## config.mk

```make
export PLATFORM = sky130hd
export DESIGN_NAME = blade_cmd_gen
export DESIGN_NICKNAME = d
export VERILOG_FILES = /design/src/rtl/blade_cmd_gen.sv
export SDC_FILE = /design/constraint.sdc
export NUM_CORES = 1
export LEC_CHECK = 0
export ABC_CLOCK_PERIOD_IN_PS = 3100
export CAP_MARGIN = 20
export CORE_AREA = 3 3 129 131
export CTS_CLUSTER_DIAMETER = 200
export DETAILED_ROUTE_END_ITERATION = 8
export DIE_AREA = 0 0 132 134
export GPL_TIMING_DRIVEN = 0
export SETUP_SLACK_MARGIN = 0.4
export SLEW_MARGIN = 15
export SYNTH_ARGS = -nofsm -noshare
export SYNTH_HDL_FRONTEND = slang
export SYNTH_SLANG_ARGS = --single-unit
```

## constraint.sdc

```tcl
create_clock -name vclock -period 3.1 [get_ports vclock]
set_input_delay 0.93 -clock vclock [delete_from_list [all_inputs] [get_ports vclock]]
set_output_delay 0.93 -clock vclock [all_outputs]
set_load 0.1 [all_outputs]
```

## src/rtl/blade_cmd_gen.sv

```systemverilog
// Steers gameplay's blade toward tracker targets one STEP per frame, keeping a shadow
// of the blade position in lockstep with gameplay's tick, and debounces the blade button.
module blade_cmd_gen #(
    parameter int X_START   = 480,
    parameter int Y_START   = 280,
    parameter int STEP      = 4,
    parameter int DEADBAND  = 4,
    parameter int X_MAX     = 1023,
    parameter int Y_MAX     = 767,
    parameter int STALE_FRM = 30,
    parameter int DEB_CYC   = 650000
) (
    input  logic        vclock,
    input  logic        reset,
    input  logic [10:0] hcount,
    input  logic [9:0]  vcount,
    input  logic        game_reset,
    input  logic        move_inhibit,
    input  logic [10:0] target_x,
    input  logic [9:0]  target_y,
    input  logic        target_valid,
    output logic        target_ready,
    input  logic        raw_button,
    output logic        up,
    output logic        down,
    output logic        left,
    output logic        right,
    output logic        button,
    output logic [10:0] shadow_x,
    output logic [9:0]  shadow_y,
    output logic        tracking
);

    localparam logic [0:0] S_HOLD  = 1'b0;
    localparam logic [0:0] S_TRACK = 1'b1;
    localparam int SW = $clog2(STALE_FRM + 1);
    localparam int DW = $clog2(DEB_CYC + 1);
    localparam logic signed [11:0] DB = 12'(DEADBAND);

    logic [0:0]    state;
    logic          pending_full;
    logic [10:0]   pend_x, act_x;
    logic [9:0]    pend_y, act_y;
    logic [SW-1:0] stale, stale_inc;
    logic [DW-1:0] deb_cnt;

    logic          fstart, tick, accept;
    logic [0:0]    nx_state;
    logic [10:0]   nx_tx;
    logic [9:0]    nx_ty;
    logic signed [11:0] dx, dy;
    logic          nx_up, nx_down, nx_left, nx_right;

    // Handshake: a target is taken on valid && ready; ready is simply "pending slot empty".
    assign fstart       = (vcount == 10'd0) && (hcount == 11'd0);
    assign tick         = (vcount == 10'd800) && (hcount == 11'd1030);
    assign target_ready = !pending_full;
    assign accept       = target_valid && target_ready;
    assign tracking     = (state == S_TRACK);
    assign stale_inc    = (stale == SW'(STALE_FRM)) ? stale : stale + SW'(1);

    // Decisions at fstart use the target that will be active after this edge.
    always_comb begin
        nx_state = state;
        nx_tx    = act_x;
        nx_ty    = act_y;
        if (pending_full) begin
            nx_state = S_TRACK;
            nx_tx    = pend_x;
            nx_ty    = pend_y;
        end else if (stale_inc == SW'(STALE_FRM)) begin
            nx_state = S_HOLD;
        end
        dx       = 12'({1'b0, nx_tx}) - 12'({1'b0, shadow_x});
        dy       = 12'({2'b00, nx_ty}) - 12'({2'b00, shadow_y});
        nx_right = (nx_state == S_TRACK) && (dx > DB) &&
                   (({1'b0, shadow_x} + 12'(STEP)) <= 12'(X_MAX));
        nx_left  = (nx_state == S_TRACK) && (dx < -DB) && (shadow_x >= 11'(STEP));
        nx_down  = (nx_state == S_TRACK) && (dy > DB) &&
                   (({2'b00, shadow_y} + 12'(STEP)) <= 12'(Y_MAX));
        nx_up    = (nx_state == S_TRACK) && (dy < -DB) && (shadow_y >= 10'(STEP));
    end

    always_ff @(posedge vclock or posedge reset) begin
        if (reset) begin
            state        <= S_HOLD;
            pending_full <= 1'b0;
            pend_x       <= 11'd0;
            pend_y       <= 10'd0;
            act_x        <= 11'd0;
            act_y        <= 10'd0;
            stale        <= '0;
            shadow_x     <= 11'(X_START);
            shadow_y     <= 10'(Y_START);
            up           <= 1'b0;
            down         <= 1'b0;
            left         <= 1'b0;
            right        <= 1'b0;
        end else begin
            if (accept) begin
                pend_x       <= target_x;
                pend_y       <= target_y;
                pending_full <= 1'b1;
            end
            if (fstart) begin
                if (pending_full) begin
                    act_x        <= pend_x;
                    act_y        <= pend_y;
                    pending_full <= 1'b0;
                    stale        <= '0;
                end else begin
                    stale <= stale_inc;
                end
                state <= nx_state;
                up    <= nx_up;
                down  <= nx_down;
                left  <= nx_left;
                right <= nx_right;
            end
            // Mirrors gameplay's own update at the same tick so the shadow never drifts.
            if (tick) begin
                if (game_reset) begin
                    shadow_x     <= 11'(X_START);
                    shadow_y     <= 10'(Y_START);
                    up           <= 1'b0;
                    down         <= 1'b0;
                    left         <= 1'b0;
                    right        <= 1'b0;
                    state        <= S_HOLD;
                    pending_full <= 1'b0;
                end else if (!move_inhibit) begin
                    shadow_x <= shadow_x + (right ? 11'(STEP) : 11'd0)
                                         - (left  ? 11'(STEP) : 11'd0);
                    shadow_y <= shadow_y + (down  ? 10'(STEP) : 10'd0)
                                         - (up    ? 10'(STEP) : 10'd0);
                end
            end
        end
    end

    // deb_cnt counts consecutive cycles where raw disagrees with button; any agreement
    // (a bounce back) restarts it, so button flips on the (DEB_CYC+1)th differing cycle.
    always_ff @(posedge vclock or posedge reset) begin
        if (reset) begin
            deb_cnt <= '0;
            button  <= 1'b0;
        end else if (raw_button == button) begin
            deb_cnt <= '0;
        end else if (deb_cnt == DW'(DEB_CYC)) begin
            button  <= raw_button;
            deb_cnt <= '0;
        end else begin
            deb_cnt <= deb_cnt + DW'(1);
        end
    end

endmodule

```

==> summary.md, run 1 <==
| Metric | Value |
|---|---|
| Die footprint | 17700 um^2 |
| Top FF cell, synth | dfrtp_1 |
| CTS Root Cell | clkbuf_16 |
| WL final | 15400 um |
| GR peak layer | met2 |
| Post-Syn Area | 6240 um^2 |
| Yosys reg bits | 91 |
| CP top delay family | simple AND/OR/NAND/NOR gates |
| Measured slew at the worst slew-check pin | 999 ps |
| Static Leak | 3.69 nW |
| Critical setup path kind | reg -> reg |
| Register area share after synthesis | 36.6% |
| DRT iter0 DRCs | 281 |
| Avg Inst Size Synth | 9.74 um^2 |
| Cts hold-fix bufs | 0 |
| Remaining Overflow, GRT | 0 |
| GRT Util Overall | 17.9% |
| Hpwl dp | 11700 um |
| Maximum clock frequency | 368 MHz |
| VDD IR max | 0.000301 V |
| Routing usage on met2 | 31.9% |
| Fin. max-slew vios | 0 |
| Synthesis Warnings | 0 |
| CTS buffer count | 9 |
| Slew Limit Headroom | 33.6% |
| Dpl cell area | 7340 um^2 |
| CP Launch Type | register |
| TritonCTS Sinks | 91 |
| Starting density of the core | 39.7% |
| ANT cells | 0 |
| Largest net degree at the start of global routing | 37 |
| First-pass GRT wire length | 25800 um |
| Worst clock skew | 8.86 ps |
| FFs w/ async S/R, synth | 100% |
| Final setup TNS | 0 ps |
| Met1 Use GR | 22.4% |
| Gpl congestion | 0.866 |
| MaxCap Viol Count | 0 |
| Worst endpoint required time | 3310 ps |
| Arrival time worst endpoint | 2920 ps |
| Post-route cell area | 8080 um^2 |
| Post-route minimum period | 2720 ps |
| Layout area overhead | 29.3% |
| CP max FO | 10 |
| Fin. Hold Viols | 0 |
| Crit. End Element | register |
| # DRC | 0 |
| Layout fillers | 1390 |
| Die height | 134 um |
| Via density per instance | 5.20 |
| Vias in the first global route | 5066 |
| Crit share post-route | 87.6% |
| Largest stage delay, worst path | 390 ps |
| CP bufs+invs | 3 |
| Run status | completed |
| Die X | 132 um |
| Rows | 46 |
| Count of cell types in the netlist | 75 |
| Cell mode on critical path | a211oi_2 |
| Core ar. | 15700 um^2 |
| Mapped Cells | 641 |
| Share of layout cells above drive strength 1 | 22.6% |
| Nets@finish | 859 |
| Post-route ant nets | 0 |
| Setup violators final | 0 |
| DR vias | 5007 |
| Clk buf depth | 2 |
| Crit-path slowest cell | dfrtp_1 |
| Met3 GRT Util | 2.63% |
| Min-Delay Path Class | reg -> reg |
| # port buffers | 71 |
| Clock slew seen by the registers of the worst setup and hold paths | 60 ps |
| Worst-Skew Late Latency | 350 ps |
| Number of I/O pins | 76 |
| Crit path cell chain | buf_8, clkbuf_16, mux2_2, ha_4, o211ai_1, buf_4, a211oi_2, nor2_2, or3_1, nor4_2, a211oi_2 |
| First-pass detailed-route iteration total | 5 |
| WL/cell | 16.0 um |
| PD cells | 353 nW/um^2 |
| CTS tree | yes |
| RSZ-0062 raised after global routing | yes |
| CTS H-Tree Depth | 3 |
| Utilization after layout | 51.4% |
| Initial antenna violation count | 0 |
| EDFF count, synth | 0 |
-- cells by family after synthesis --
family	share of synthesized area (%)
AOI/OAI and AO/OA	11.7
xor gates and xnor gates	6.31
adders and majority gates	14.3
buffers and inverters	4.13
DFF	36.6
muxes	7.93
other	0.0601
and+or+nand+nor	19.0
-- layout by cell type, fill, tap and decap left out, drive strengths merged, types with 5 or more instances in the layout --
master,n
a211oi,6
a21o,5
a21oi,25
a22oi,5
and3,8
buf,31
clkbuf,16
clkdlybuf4s15,6
clkdlybuf4s50,47
dfrtp,84
dfstp,7
dlygate4sd2,16
ha,65
inv,39
mux2,44
nand2,94
nand2b,7
nand3,20
nand4,11
nor2,42
nor3,11
nor4,6
o21ai,16
o21bai,5
o22ai,9
o31ai,5
xnor2,22
xor2,23
-- power breakdown --
part	switching [mW]	internal, mW
clock	0.486	0.713
sequential	0.0282	1.23
combinational	0.198	0.199
-- final cells by class --
type / instances / area (um^2) / share of cell area [%]
multi-input cells: 495 / 4000 / 49.5
flip-flops and latches: 91 / 2310 / 28.6
repair buffers: 87 / 846 / 10.5
well taps: 216 / 270 / 3.35
clock buffers: 11 / 233 / 2.88
plain buffers: 18 / 171 / 2.12
inverters: 40 / 158 / 1.95
clock inverters: 5 / 86.3 / 1.07
-- state kept, by name, summed over array words and instances (netlist names), 5 cells and up --
name      cells
act_y        10
act_x        11
pend_y       10
shadow_y      8
deb_cnt      20
shadow_x      9
stale         5
pend_x       11
-- repair_timing --
item / CTS / global route
setup buffers: 7 / 7
gates cloned: 0 / 0
resized for setup: 73 / 17
pin swaps: 12 / 7
setup endpoints to repair: 42 / 26
-- through the flow --
| step | total power, mW | hold slack (ps) | cells | setup slack (ps) |
|---|---|---|---|---|
| 3_3_place_gp | 1.61 | 454 | 931 | -88.0 |
| 3_5_place_dp | 1.62 | 459 | 933 | -116 |
| 4_1_cts | 2.87 | 475 | 956 | 292 |
| 2_1_floorplan | 1.50 | 442 | 644 | 279 |
| 5_1_grt | 2.98 | 492 | 963 | 260 |
| 6_report | 2.85 | 473 | 963 | 385 |
-- synth_stat cells, types with 3 or more instances --
cell type / number / share of area, %
and3_1: 8 / 0.80
a21o_1: 4 / 0.48
clkbuf_1: 4 / 0.24
o21ai_0: 13 / 1.0
dfrtp_1: 84 / 34
a21oi_1: 24 / 1.9
a22oi_1: 5 / 0.60
buf_4: 4 / 0.48
nor2_2: 9 / 0.90
o21bai_1: 5 / 0.60
ha_1: 65 / 13
nand2b_1: 7 / 0.70
and2_1: 4 / 0.40
xor2_1: 23 / 3.2
o211ai_1: 3 / 0.36
mux2_2: 43 / 7.8
dfstp_2: 7 / 2.9
nor3_1: 10 / 0.80
nand3_1: 19 / 1.5
buf_2: 7 / 0.56
and4_1: 3 / 0.42
nand3b_1: 3 / 0.36
nor2_1: 33 / 2.0
o21ai_1: 3 / 0.24
nand2_1: 93 / 5.6
xnor2_1: 22 / 3.1
o22ai_1: 9 / 0.90
a31oi_1: 4 / 0.40
inv_1: 40 / 2.4
a211oi_1: 5 / 0.60
o31ai_1: 5 / 0.60
fa_1: 4 / 1.3
nand4_1: 11 / 1.1
nor4_2: 4 / 0.80
-- per-layer routing --
layer | routed length [um] | vias up
li1 | - | 2461
met1 | 6960 | 2445
met2 | 7890 | 84
met3 | 349 | 17
met4 | 235 | 0
met5 | 0 | -
-- worst paths after layout --
path / slack [ps] / endpoint / cells after the start / from
max: 380 / left / 11 / pending_full
max reg2reg: 380 / left / 11 / pending_full
max in group asynchronous: 1400 / shadow_x[5] / 3 / reset
min in group asynchronous: 1030 / stale[3] / 2 / reset
min: 470 / act_y[5] / 2 / act_y[5]
min reg2reg: 470 / act_y[5] / 2 / act_y[5]
-- worst min-delay path: stages (launching register included) --
cell and delay, ps:
dfrtp_1 340, nand2_1 50, nand2_1 50
(Power assumes the default switching activity.)
==> inputs of run 2 (changes only) <==
--- a/config.mk
+++ b/config.mk
@@ -5,7 +5,7 @@
 export SDC_FILE = /design/constraint.sdc
 export NUM_CORES = 1
 export LEC_CHECK = 0
-export ABC_CLOCK_PERIOD_IN_PS = 3100
+export ABC_CLOCK_PERIOD_IN_PS = 3250
 export CAP_MARGIN = 20
 export CORE_AREA = 3 3 129 131
 export CTS_CLUSTER_DIAMETER = 200
==> constraint.sdc (replaced) <==
create_clock -name vclock -period 3.25 [get_ports vclock]
set_input_delay 0.975 -clock vclock [delete_from_list [all_inputs] [get_ports vclock]]
set_output_delay 0.975 -clock vclock [all_outputs]
set_load 0.1 [all_outputs]
==> summary.md, run 2 (same netlist as run 1, synthesis figures left out) <==
| Metric | Value |
|---|---|
| Run status | completed |
| Nets@finish | 856 |
| Via density per instance | 5.28 |
| Fin. Hold Viols | 0 |
| Maximum clock frequency | 358 MHz |
| Largest net degree at the start of global routing | 33 |
| Crit. End Element | output port |
| Max reg flops | 20 |
| CTS Root Cell | clkbuf_16 |
| CTS tree | yes |
| Rows | 46 |
| CP Launch Type | register |
| Min-Delay Path Class | reg -> reg |
| Die X | 132 um |
| Utilization after layout | 50.8% |
| Clock slew seen by the registers of the worst setup and hold paths | 70 ps |
| ANT cells | 0 |
| WL final | 15700 um |
| R2r setup slk | 470 ps |
| Top reg by flops | deb_cnt |
| First-pass GRT wire length | 25800 um |
| Arrival time worst endpoint | 1820 ps |
| DRT iter0 DRCs | 247 |
| PD cells | 335 nW/um^2 |
| Setup violators final | 0 |
| DP Cell Count | 934 |
| Post-route minimum period | 2790 ps |
| Starting density of the core | 39.7% |
| TritonCTS Sinks | 91 |
| Number of I/O pins | 76 |
| WL/cell | 16.4 um |
| Slew Limit Headroom | 34.3% |
| Most common cell after layout, fill and taps aside | nand2_1 |
| Clk buf depth | 2 |
| Hold_sp | act_x[5] |
| CP max FO | 4 |
| Core ar. | 15700 um^2 |
| CTS H-Tree Depth | 3 |
| Static Leak | 3.67 nW |
| Worst endpoint required time | 2270 ps |
| Most frequent cells in the layout | 91 x nand2_1, 78 x dfrtp_1, 57 x ha_1 |
| DR vias | 5059 |
| Cts hold-fix bufs | 0 |
| Layout fillers | 1434 |
| Non-Filler Instances | 959 |
| Fin Hold WS | 475 ps |
| Reg2Reg Launch Point | pending_full |
| MaxCap Viol Count | 0 |
| Remaining Overflow, GRT | 0 |
| Routing usage on met2 | 31.0% |
| # port buffers | 71 |
| Vias in the first global route | 5211 |
| Gpl congestion | 0.885 |
| GR peak layer | met2 |
| Initial antenna violation count | 0 |
| Hpwl dp | 11800 um |
| First-pass detailed-route iteration total | 4 |
| Crit share post-route | 85.9% |
| Worst clock skew | 8.10 ps |
| Worst setup path startpoint | pending_full |
| Critical setup path kind | reg -> out |
| Fin. max-slew vios | 0 |
| Worst-Skew Late Latency | 350 ps |
| GRT Util Overall | 17.8% |
| RSZ-0062 raised after global routing | yes |
| Post-route ant nets | 0 |
| VDD IR max | 0.000274 V |
| Measured slew at the worst slew-check pin | 989 ps |
| Die height | 134 um |
| Die footprint | 17700 um^2 |
| Met3 GRT Util | 2.74% |
| Met1 Use GR | 22.6% |
| Share of layout cells above drive strength 1 | 21.0% |
| Layout area overhead | 27.7% |
| Biggest regs | deb_cnt (20), act_x (11), pend_x (11) |
| CTS buffer count | 9 |
| # DRC | 0 |
-- run 2: worst paths after layout --
kind,endpoint,cells after the start
max,target_ready,2
min,act_x[5],2
max reg2reg,down,9
min reg2reg,act_x[5],2
max in group asynchronous,shadow_x[5],4
min in group asynchronous,pend_y[2],2
-- run 2: metal layers --
layer | share of wire, % | wire length [um] | up-vias
met5 | 0 | 0 | -
li1 | - | - | 2450
met1 | 45 | 7140 | 2487
met2 | 49 | 7780 | 100
met3 | 3.2 | 499 | 22
met4 | 2.0 | 319 | 0
-- run 2: worst max-delay path, stage by stage, from the launching register on --
cell and delay [ps]:
dfrtp_1 420, inv_1 170, dlygate4sd2_1 880
-- run 2: area by class of cell --
| class | instances | area (um^2) | area share, % |
|---|---|---|---|
| multi-input cells | 495 | 3970 | 49.7 |
| plain buffers | 18 | 161 | 2.02 |
| clock inverters | 6 | 72.6 | 0.910 |
| well taps | 216 | 270 | 3.39 |
| repair buffers | 84 | 833 | 10.4 |
| inverters | 40 | 154 | 1.93 |
| clock buffers | 9 | 225 | 2.82 |
| flip-flops and latches | 91 | 2290 | 28.7 |
-- run 2: report_power, final --
part / total (mW) / switching, mW / leakage (nW) / internal [mW]
Sequential: 1.20 / 0.0261 / 1.15 / 1.17
Combinational: 0.385 / 0.191 / 2.37 / 0.194
Clock: 1.10 / 0.491 / 0.149 / 0.605
-- run 2: repair_timing --
action / in CTS / in global routing
cloned: 0 / 1
setup buffers: 4 / 5
endpoints found under the setup margin: 29 / 5
pin swaps: 4 / 11
resized for setup: 40 / 46
hold endpoints to repair: 0 / 0
-- run 2: stage by stage --
step | worst slack [ps] | instance area, um^2 | setup TNS (ps) | power (mW)
6_report | 459 | 7980 | 0 | 2.68
2_1_floorplan | 410 | 6270 | 0 | 1.43
3_3_place_gp | -37.6 | 7250 | -37.6 | 1.53
5_1_grt | 353 | 7980 | 0 | 2.80
4_1_cts | 385 | 7700 | 0 | 2.68
3_5_place_dp | 0.822 | 7310 | 0 | 1.55
==> inputs of run 3 (changes only) <==
--- a/config.mk
+++ b/config.mk
@@ -7,11 +7,13 @@
 export LEC_CHECK = 0
 export ABC_CLOCK_PERIOD_IN_PS = 3250
 export CAP_MARGIN = 20
-export CORE_AREA = 3 3 129 131
+export CORE_AREA = 3 3 106 108
 export CTS_CLUSTER_DIAMETER = 200
 export DETAILED_ROUTE_END_ITERATION = 8
-export DIE_AREA = 0 0 132 134
+export DIE_AREA = 0 0 109 111
 export GPL_TIMING_DRIVEN = 0
+export HOLD_SLACK_MARGIN = 0.15
+export PLACE_DENSITY = 0.84
 export SETUP_SLACK_MARGIN = 0.4
 export SLEW_MARGIN = 15
 export SYNTH_ARGS = -nofsm -noshare
==> summary.md, run 3 (same netlist as run 1, synthesis figures left out) <==
| Metric | Value |
|---|---|
| ANT cells | 0 |
| Worst-Skew Late Latency | 410 ps |
| MaxCap Viol Count | 0 |
| Layout area overhead | 24.8% |
| Most common cell after layout, fill and taps aside | nand2_1 |
| R2r setup slk | 220 ps |
| Setup violators final | 0 |
| WL final | 16800 um |
| CP max FO | 9 |
| Largest stage delay, worst path | 400 ps |
| Arrival time worst endpoint | 3310 ps |
| Fin. Hold Viols | 0 |
| R2R cell count | 12 |
| Core ar. | 10300 um^2 |
| VDD IR max | 0.000376 V |
| Comb power frac | 16.8% |
| Top reg by flops | deb_cnt |
| Die height | 111 um |
| Flop pwr share | 50.5% |
| DRT iter0 DRCs | 403 |
| Largest net degree at the start of global routing | 38 |
| First-pass GRT wire length | 26300 um |
| Nets@finish | 860 |
| CP top delay family | compound AO/OA/AOI/OAI gates |
| Starting density of the core | 60.5% |
| Net Switching | 0.709 mW |
| Share of layout cells above drive strength 1 | 21.8% |
| Worst endpoint required time | 3530 ps |
| Maximum clock frequency | 330 MHz |
| Die footprint | 12100 um^2 |
| # port buffers | 71 |
| Reg2Reg Launch Point | pending_full |
| Worst Hold End | act_x[4] |
| Min-Delay Path Class | reg -> reg |
| Measured slew at the worst slew-check pin | 1010 ps |
| Static Leak | 3.62 nW |
| Clock slew seen by the registers of the worst setup and hold paths | 110 ps |
| Crit-path slowest cell | dfrtp_1 |
| Post-route ant nets | 0 |
| Vias in the first global route | 5613 |
| Max reg flops | 20 |
| Overall power of the completed layout | 2.37 mW |
| Crit. End Element | register |
| WL/cell | 19.0 um |
| DP Cell Count | 853 |
| Clk pwr share | 32.8% |
| CTS H-Tree Depth | 3 |
| Worst clock skew | 13.7 ps |
| Cell mode on critical path | buf_6 |
| Cts hold-fix bufs | 0 |
| Crit path cell chain | buf_6, clkbuf_16, buf_12, mux2_2, ha_1, buf_6, a21o_1, a221oi_2, o21ai_2, xnor2_2, nor4b_4, o31ai_1 |
| Critical setup path kind | reg -> reg |
| Post-route minimum period | 3030 ps |
| Slew Limit Headroom | 33.2% |
| Non-Filler Instances | 884 |
| Reg2Reg Capture Point | right |
| Sw Ratio | 29.9% |
| # DRC | 0 |
| Run status | completed |
| Fin. max-slew vios | 0 |
| Rows | 37 |
| WHS Path Cells | 2 |
| Number of I/O pins | 76 |
| Remaining Overflow, GRT | 0 |
| Hold_sp | act_x[4] |
| Utilization after layout | 75.5% |
| Most frequent cells in the layout | 91 x nand2_1, 78 x dfrtp_1, 54 x ha_1 |
| CP bufs+invs | 4 |
| Crit share post-route | 93.2% |
| First-pass detailed-route iteration total | 7 |
| CTS Root Cell | clkbuf_8 |
| Biggest regs | deb_cnt (20), act_x (11), pend_x (11) |
| Pint | 1.67 mW |
| PD cells | 305 nW/um^2 |
| RSZ-0062 raised after global routing | yes |
| Clk buf depth | 2 |
| Hpwl dp | 11500 um |
| Die X | 109 um |
| CTS buffer count | 9 |
| CTS tree | yes |
| CP Launch Type | register |
| TritonCTS Sinks | 91 |
| DR vias | 5407 |
| Initial antenna violation count | 0 |
| Worst setup path startpoint | pending_full |
| Via density per instance | 6.12 |
| Gpl congestion | 0.900 |
| GRT Util Overall | 27.5% |
[run 3: through the flow]
step / setup slack (ps) / hold slack [ps] / instance area (um^2) / TNS [ps]
after floorplan: 410 / 442 / 6270 / 0
final: 222 / 483 / 7790 / 0
after detailed placement: -144 / 458 / 7190 / -190
after global routing: 150 / 527 / 7790 / 0
after CTS: 322 / 481 / 7620 / 0
after global placement: 28.2 / 454 / 7150 / 0
[run 3: repair_timing]
| item | 4_1_cts | 5_1_grt |
|---|---|---|
| pin swaps | 7 | 13 |
| buffers inserted | 6 | 9 |
| resized for setup | 62 | 32 |
| setup endpoints to repair | 29 | 11 |
[run 3: final cells by class]
class                           instances  area [um^2]
Clock buffer                            9          124
Sequential cell                        91         2290
Multi-Input combinational cell        495         3980
Tap cell                              136          170
Fill cell                             647         2530
Inverter                               40          154
Buffer                                 18          174
Clock inverter                          7         67.6
Timing Repair Buffer                   88          830
[run 3: worst max path at each step]
stage                     slack (ps)     to  cells after the start
after floorplan                  410   left                     10
after detailed placement        -140  right                     11
after global routing             150   left                     12
after global placement            30  right                     11
after CTS                        320  right                     12
final                            220  right                     12
[run 3: layer usage]
layer	vias up	wire [um]	track usage (%)	part of all wire, %
li1	2451	-	-	-
met1	2655	6480	32.3	39
met2	238	8680	46.9	52
met3	63	1040	6.41	6.2
met4	0	614	12.1	3.7
met5	-	0	0	0
[run 3: power by group through the flow]
stage	clock [mW]	sequential [mW]	combinational [mW]
final	0.778	1.20	0.398
after global routing	0.839	1.20	0.426
after CTS	0.786	1.20	0.367
after detailed placement	0	1.22	0.332
after global placement	0	1.22	0.310
after floorplan	0	1.21	0.216
[run 3: worst reg2reg max path: stages (launching register included)]
cell	delay, ps
dfrtp_1	400
buf_6	120
clkbuf_16	150
buf_12	130
mux2_2	360
ha_1	300
buf_6	140
a21o_1	200
a221oi_2	320
o21ai_2	140
xnor2_2	270
nor4b_4	270
o31ai_1	110
